<file path="src/rtl/hex_display_scan.sv">
// Four-digit hex scanner for a common-anode seven-segment display.
// Latches the value once per frame and flashes the rightmost decimal point after a terminal-count strobe.
module hex_display_scan #(
    parameter int unsigned REFRESH_DIV  = 100000,
    parameter int unsigned FLASH_FRAMES = 64
) (
    input  logic        clk,
    input  logic        rst,
    input  logic [15:0] val,
    input  logic        term,
    input  logic        lzb,
    output logic [3:0]  an,
    output logic [6:0]  seg,
    output logic        dp
);

    localparam int unsigned PW = (REFRESH_DIV > 1) ? $clog2(REFRESH_DIV) : 1;

    logic [PW-1:0] prescaler;
    logic [1:0]    idx;
    logic [15:0]   disp_latch;
    logic [7:0]    flash_cnt;

    logic          tick;
    logic          frame_end;
    logic [1:0]    idx_nxt;
    logic [15:0]   latch_nxt;
    logic [7:0]    flash_nxt;
    logic [3:0]    nib;
    logic          blank;
    logic [3:0]    an_nxt;
    logic [6:0]    seg_nxt;
    logic          dp_nxt;

    function automatic logic [6:0] hex7(input logic [3:0] n);
        case (n)
            4'h0:    hex7 = 7'b1000000;
            4'h1:    hex7 = 7'b1111001;
            4'h2:    hex7 = 7'b0100100;
            4'h3:    hex7 = 7'b0110000;
            4'h4:    hex7 = 7'b0011001;
            4'h5:    hex7 = 7'b0010010;
            4'h6:    hex7 = 7'b0000010;
            4'h7:    hex7 = 7'b1111000;
            4'h8:    hex7 = 7'b0000000;
            4'h9:    hex7 = 7'b0010000;
            4'hA:    hex7 = 7'b0001000;
            4'hB:    hex7 = 7'b0000011;
            4'hC:    hex7 = 7'b1000110;
            4'hD:    hex7 = 7'b0100001;
            4'hE:    hex7 = 7'b0000110;
            default: hex7 = 7'b0001110;
        endcase
    endfunction

    // Next-state and next-output computation; outputs reflect the slot entered on this tick.
    always_comb begin
        tick      = (prescaler == PW'(REFRESH_DIV - 1));
        frame_end = tick && (idx == 2'd3);
        idx_nxt   = tick ? idx + 2'd1 : idx;
        latch_nxt = frame_end ? val : disp_latch;

        flash_nxt = flash_cnt;
        if (term)
            flash_nxt = 8'(FLASH_FRAMES);
        else if (frame_end && (flash_cnt != 8'd0))
            flash_nxt = flash_cnt - 8'd1;

        nib   = latch_nxt[3:0];
        blank = 1'b0;
        case (idx_nxt)
            2'd0: begin
                nib   = latch_nxt[3:0];
                blank = 1'b0;
            end
            2'd1: begin
                nib   = latch_nxt[7:4];
                blank = lzb && (latch_nxt[15:4] == 12'd0);
            end
            2'd2: begin
                nib   = latch_nxt[11:8];
                blank = lzb && (latch_nxt[15:8] == 8'd0);
            end
            default: begin
                nib   = latch_nxt[15:12];
                blank = lzb && (latch_nxt[15:12] == 4'd0);
            end
        endcase

        an_nxt  = blank ? 4'b1111 : ~(4'b0001 << idx_nxt);
        seg_nxt = blank ? 7'b1111111 : hex7(nib);
        dp_nxt  = !((idx_nxt == 2'd0) && (flash_cnt != 8'd0));
    end

    always_ff @(posedge clk or posedge rst) begin
        if (rst) begin
            prescaler  <= '0;
            idx        <= 2'd0;
            disp_latch <= 16'd0;
            flash_cnt  <= 8'd0;
            an         <= 4'b1111;
            seg        <= 7'b1111111;
            dp         <= 1'b1;
        end else begin
            prescaler  <= tick ? '0 : prescaler + PW'(1);
            idx        <= idx_nxt;
            disp_latch <= latch_nxt;
            flash_cnt  <= flash_nxt;
            if (tick) begin
                an  <= an_nxt;
                seg <= seg_nxt;
                dp  <= dp_nxt;
            end
        end
    end

endmodule
</file>
<file path="config.mk">
export PLATFORM = sky130hd
export DESIGN_NAME = hex_display_scan
export DESIGN_NICKNAME = d
export VERILOG_FILES = /design/src/rtl/hex_display_scan.sv
export SDC_FILE = /design/constraint.sdc
export NUM_CORES = 1
export LEC_CHECK = 0
export BUFFER_PORTS_ARGS = -buffer_cell sky130_fd_sc_hd__buf_2
export CAP_MARGIN = 20
export CORE_ASPECT_RATIO = 1.5
export CORE_UTILIZATION = 55
export CTS_BUF_LIST = sky130_fd_sc_hd__clkbuf_8
export DETAILED_ROUTE_END_ITERATION = 8
export PLACE_DENSITY = 0.89
export SLEW_MARGIN = 0
export SYNTH_ARGS = -nofsm -noshare
export SYNTH_HDL_FRONTEND = slang
export SYNTH_SLANG_ARGS = --single-unit
</file>
<file path="constraint.sdc">
create_clock -name clk -period 3.4 [get_ports clk]
set_input_delay 0.68 -clock clk [delete_from_list [all_inputs] [get_ports clk]]
set_output_delay 0.68 -clock clk [all_outputs]
set_load 0.1 [all_outputs]
</file>
After elaboration in Yosys (flattened, before gate mapping)
Memory sizes are Yosys's and may differ from the RTL's.
Index checks and enable logic that the tools add are counted.
{"block": "classes", "n_reduce_logical": 13, "add_sub_neg": 3, "n_bitwise": 1, "mux": 9, "n_eq_ne": 4, "shifts": 1}
{"op": "$add 17x1->17 const B", "count": 1}
{"op": "$eq 17x17->1 const B", "count": 1}
{"op": "$mux 17", "count": 1}
{"op": "$mux 16", "count": 1}
{"op": "$mux 8", "count": 2}
{"op": "$logic_not 12->1", "count": 1}
{"op": "$pmux 4 s3", "count": 1}
{"op": "$logic_not 8->1", "count": 1}
{"op": "$reduce_bool 8->1", "count": 1}
{"op": "$sub 8x1->8 const B", "count": 1}
{"op": "$mux 7", "count": 1}
{"op": "$logic_and 1x1->1", "count": 6}
{"op": "$eq 2x2->1 const B", "count": 2}
{"op": "$logic_not 4->1", "count": 1}
{"op": "$mux 4", "count": 1}
{"op": "$not 4->4", "count": 1}
{"op": "$shl 1x2->4 const A", "count": 1}
{"op": "$pmux 1 s3", "count": 1}
{"op": "$add 2x1->2 const B", "count": 1}
{"op": "$eq 2x1->1 const B", "count": 1}
{"op": "$logic_not 2->1", "count": 1}
{"op": "$mux 2", "count": 1}
{"op": "$reduce_bool 2->1", "count": 1}
{"op": "$logic_not 1->1", "count": 1}
{"block": "word_totals", "mem_bits_ro": 112, "word_cells": 39, "out_inout_bits": 12, "n_memories": 1, "inputBits": 20, "ff_bits": 55}
{"name": "(no name shown)", "words": 16, "width": 7, "rd": 1, "rd_clocked_by_memory_dff": 0, "wr": 0, "line_no": "36", "source": "case (n)"}

Longest topological paths before layout
{"block": "depth", "ltp_word": 7, "ltp_mapped": 16, "mapped_depth_nobuf": 14}

Worst setup path before layout
OpenSTA, ideal clock, no wires.
{"block": "synth_timing", "kind": "flip-flop to flip-flop", "from": "register prescaler[6]", "to": "register seg[2]", "path_slack_ps": -181, "synth_period_minus_slack_ps": 3581, "n_path_buf": 2, "stages_incl_launch_ff": 15, "arrival_time_ps": 3520, "required_time_ps": 3339, "setup_ps": 61, "path_cell_list": "dfrtp_1 > or4b_1 > nor4_4 > buf_4 > mux2i_1 > ha_1 > or4b_2 > nor3_1 > nor3_1 > o21ai_0 > nand4b_1 > and2_1 > buf_2 > o311ai_0 > o21a_1"}
{"block": "synth_between", "elab_chain_cells": 7, "word_cells_on_any_way": 17, "classes_between": "3 x eq/ne; 5 x mux; 8 x reduce/logical; 1 x memory"}
{"element": "start: declaration", "line_no": "19", "source": "logic [PW-1:0] prescaler;"}
{"element": "start signal: assignment", "line_no": "105", "source": "prescaler <= tick ? '0 : prescaler + PW'(1);"}
{"element": "$eq 17x17->1 (*)", "line_no": "58", "source": "tick = (prescaler == PW'(REFRESH_DIV - 1));"}
{"element": "branches (longest 6 deep; another with $mem_v2 16x7)"}
{"element": "end signal: assignment", "line_no": "111", "source": "seg <= seg_nxt;"}
{"element": "end: declaration", "line_no": "13", "source": "output logic [6:0] seg,"}
Every way passes the cells marked *.
A chain may end at the register's enable or synchronous reset.

Worst setup path in the final report
{"block": "layout_timing", "from": "register prescaler[11]", "to": "register an[3]"}
{"block": "layout_between", "elab_chain_cells": 7, "word_cells_on_any_way": 17, "classes_between": "3 x eq/ne; 1 x shift; 4 x mux; 1 x bitwise; 8 x reduce/logical"}
{"element": "$eq 17x17->1 (*)", "line_no": "58"}
{"element": "$logic_and 1x1->1", "line_no": "59", "source": "frame_end = tick && (idx == 2'd3);"}
{"element": "$mux 16", "line_no": "61", "source": "latch_nxt = frame_end ? val : disp_latch;"}
{"element": "$logic_not 12->1, or another cell as far along", "line_no": "78", "source": "blank = lzb && (latch_nxt[15:4] == 12'd0);"}
{"element": "$logic_and 1x1->1 (on tied branches)", "line_no": "78, 82, 86"}
{"element": "$pmux 1 s3", "line_no": "71", "source": "case (idx_nxt)"}
{"element": "$mux 4", "line_no": "90", "source": "an_nxt = blank ? 4'b1111 : ~(4'b0001 << idx_nxt);"}
{"element": "end signal: assignment", "line_no": "110", "source": "an <= an_nxt;"}
{"element": "end: declaration", "line_no": "12", "source": "output logic [3:0] an,"}
Mark *: on every way between the ends. The rest lies on a longest branch, timed or not.

==> results.cfg <==
[critical_path]
r2r.worst_path.cells = 13
slowest_delay_ps = 550
reg2reg_from = prescaler[11]
path_common_cell = nor3_2
slowest_stage = or4b_4
cp_max_fo = 6
crit_arrival_ps = 3820
critPathKind = reg2reg
critPathTopFamily = simple AND/OR/NAND/NOR gates
crit_chain = or4b_4, nor4_4, buf_6, mux2i_4, ha_4, or4bb_1, nor3_2, nor3_2, o21ai_1, nand4b_1, and2_4, buf_4, a21oi_1
timing.rr.end = an[3]
endpoint_kind = register
path_buf_inv = 2
rrSetupSlack_ps = -190
cp.required_ps = 3630
startpoint_type = register

[clocking]
cts_buffer_depth = 2
cts_inserted_buffers = 5
clk_pin_slew_worst_paths_ps = 100
clk_latency_ps = 310
cts_hold_buffers = 0
cts_max_level = 2
cts.sinks = 55
clockRootBuffer = clkbuf_8
tritoncts = built

[power]
ir_worst_vdd_mv = 0.243
power_leakage_nw = 1.75
power_density_mw_per_mm2 = 312
total_power_mw = 1.16

[global_routing]
grt_pass1_vias = 2487
grt_util_all_layers_pct = 27.7
grt_pass1_wl_um = 11700
grt_start_max_net_pins = 50
antenna_found_initial = 0
overflow = 0

[route]
ant_nets = 0
drtIter0Drc = 156
drc_errors = 0
finalWirelength_um = 7500
vias = 2493
firstDrtPassIters = 5
vias_per_cell = 5.84
drt-wirelength-per-cell_um = 17.6

[logic_synthesis]
yosysSeqAreaShare_pct = 46.9
postSynthCellCount = 293
synth_warnings = 0
synth-main-ff-cell = dfrtp_1
syn-mean-instance-area_um2 = 10.1
ys_ff_latch = 55
synth_edf_count = 0
synth_top_cell_area_share_pct = 36.3
ys_top_cells_by_area = dfrtp_1 36%, dfstp_2 11%, ha_1 5.9%
synth_top_cell_by_area = dfrtp_1
synthDistinctLibCells = 53
syn_nets = 327
syn_area_mm2 = 0.00297
async_flop_share_pct = 100

[sta]
fin_crit_ps = 3590
worstMarginPinSlew_ps = 608
drv_slew = 0
timing.slew.headroom_pct = 59.5
fin_crit_sh_pct = 106
hold_violations = 0
finalSetupViolCount = 10
fin_tns_setup_ps = -1430
setup_ws_ps = -191
fmax_ghz = 0.279
grt_setup_unrepaired = yes
skew_ps = 11.1

[floorplan]
die_area_mm2 = 0.00570
ios = 32
coreArea_mm2 = 0.00516
initial_core_util_pct = 57.4
die_h_um = 92.0
die_w_um = 62.0
fp-row-count = 32

[run_status]
violations = negative setup slack
outcome = finished, violations left

[finish]
layout_commonest_cell = dfrtp_1
drive_gt1_share_pct = 36.2
diodes = 0
fin_nets = 393
layoutNonFillerInstCount = 427
layout_common_cells = 43 x dfrtp_1, 34 x buf_4, 31 x buf_2, 29 x nand2_1, 28 x nor2_1
area_growth_pct = 25.4

[min_path]
hold_class = in2async

[flow_run]
drv_cap = 0

[place]
dp.cells = 413
io_buffers = 31
gp_congestion = 0.913
place_hpwl_um = 5080
[synth_stat cells (8+ instances only)]
library cell / instances
a21oi_1: 15
dfrtp_1: 43
dfstp_2: 12
ha_1: 14
inv_1: 14
mux2i_1: 9
nand2_1: 29
nand3_1: 13
nor2_1: 28
o21ai_0: 9
xnor2_1: 12
xor2_1: 8
[logic make-up after synthesis]
group,Yosys count,synth area share [%]
compound gates,49,11.1
xor+xnor,20,5.90
fa+ha+maj,14,5.90
buf+inv,24,3.37
flops,55,46.9
mux,17,6.33
simple gates,114,20.5
[how the worst max path moves through the flow]
| stage | cells past startpoint | startpoint | endpoint |
|---|---|---|---|
| after global placement | 11 | prescaler[13] | seg[2] |
| after global routing | 13 | prescaler[11] | an[3] |
| after CTS | 14 | prescaler[1] | seg[0] |
| after floorplan | 14 | prescaler[11] | seg[2] |
| after detailed placement | 12 | prescaler[13] | seg[0] |
| final | 13 | prescaler[11] | an[3] |
[layout make-up]
type / count / area [um2]
Multi-Input combinational cell: 214 / 1620
Fill cell: 311 / 1440
Sequential cell: 55 / 1390
Timing Repair Buffer: 69 / 464
Tap cell: 68 / 85.1
Clock buffer: 5 / 68.8
Inverter: 14 / 52.6
Clock inverter: 2 / 37.5
[timing repair]
action | CTS | global route
pin swaps | 3 | 14
setup buffers | 2 | 4
endpoints found under the hold margin | 0 | 0
endpoints found under the setup margin | 10 | 10
resized for setup | 6 | 25
[report_power, final]
group	switching [mW]	internal, mW	total [mW]	leakage (nW)
sequential	0.00326	0.659	0.663	0.667
clock	0.216	0.216	0.432	0.0502
combinational	0.0387	0.0288	0.0675	1.04
[stage by stage]
stage	cell area, um2	setup slack (ps)	util [%]	hold slack [ps]
5_1_grt	3720	-268	72.0	387
6_report	3720	-191	72.0	354
4_1_cts	3560	1.74	69.0	477
3_5_place_dp	3420	-133	66.2	466
2_1_floorplan	2990	8.86	-	439
3_3_place_gp	3420	-37.2	66.2	450
[flip-flops by register name, indices dropped and copies added, names as in the netlist]
signal / flops
seg: 7
flash_cnt: 8
dp: 1
prescaler: 17
idx: 2
an: 4
disp_latch: 16
[routing by layer]
metal | vias to the layer above | routed length (um) | global-route usage (%)
li1 | 1160 | - | -
met1 | 1222 | 2860 | 34.7
met2 | 87 | 4070 | 45.4
met3 | 24 | 296 | 4.37
met4 | 0 | 276 | 12.2
met5 | - | 0 | 0
Note: power is estimated with default switching activity, not from simulation.
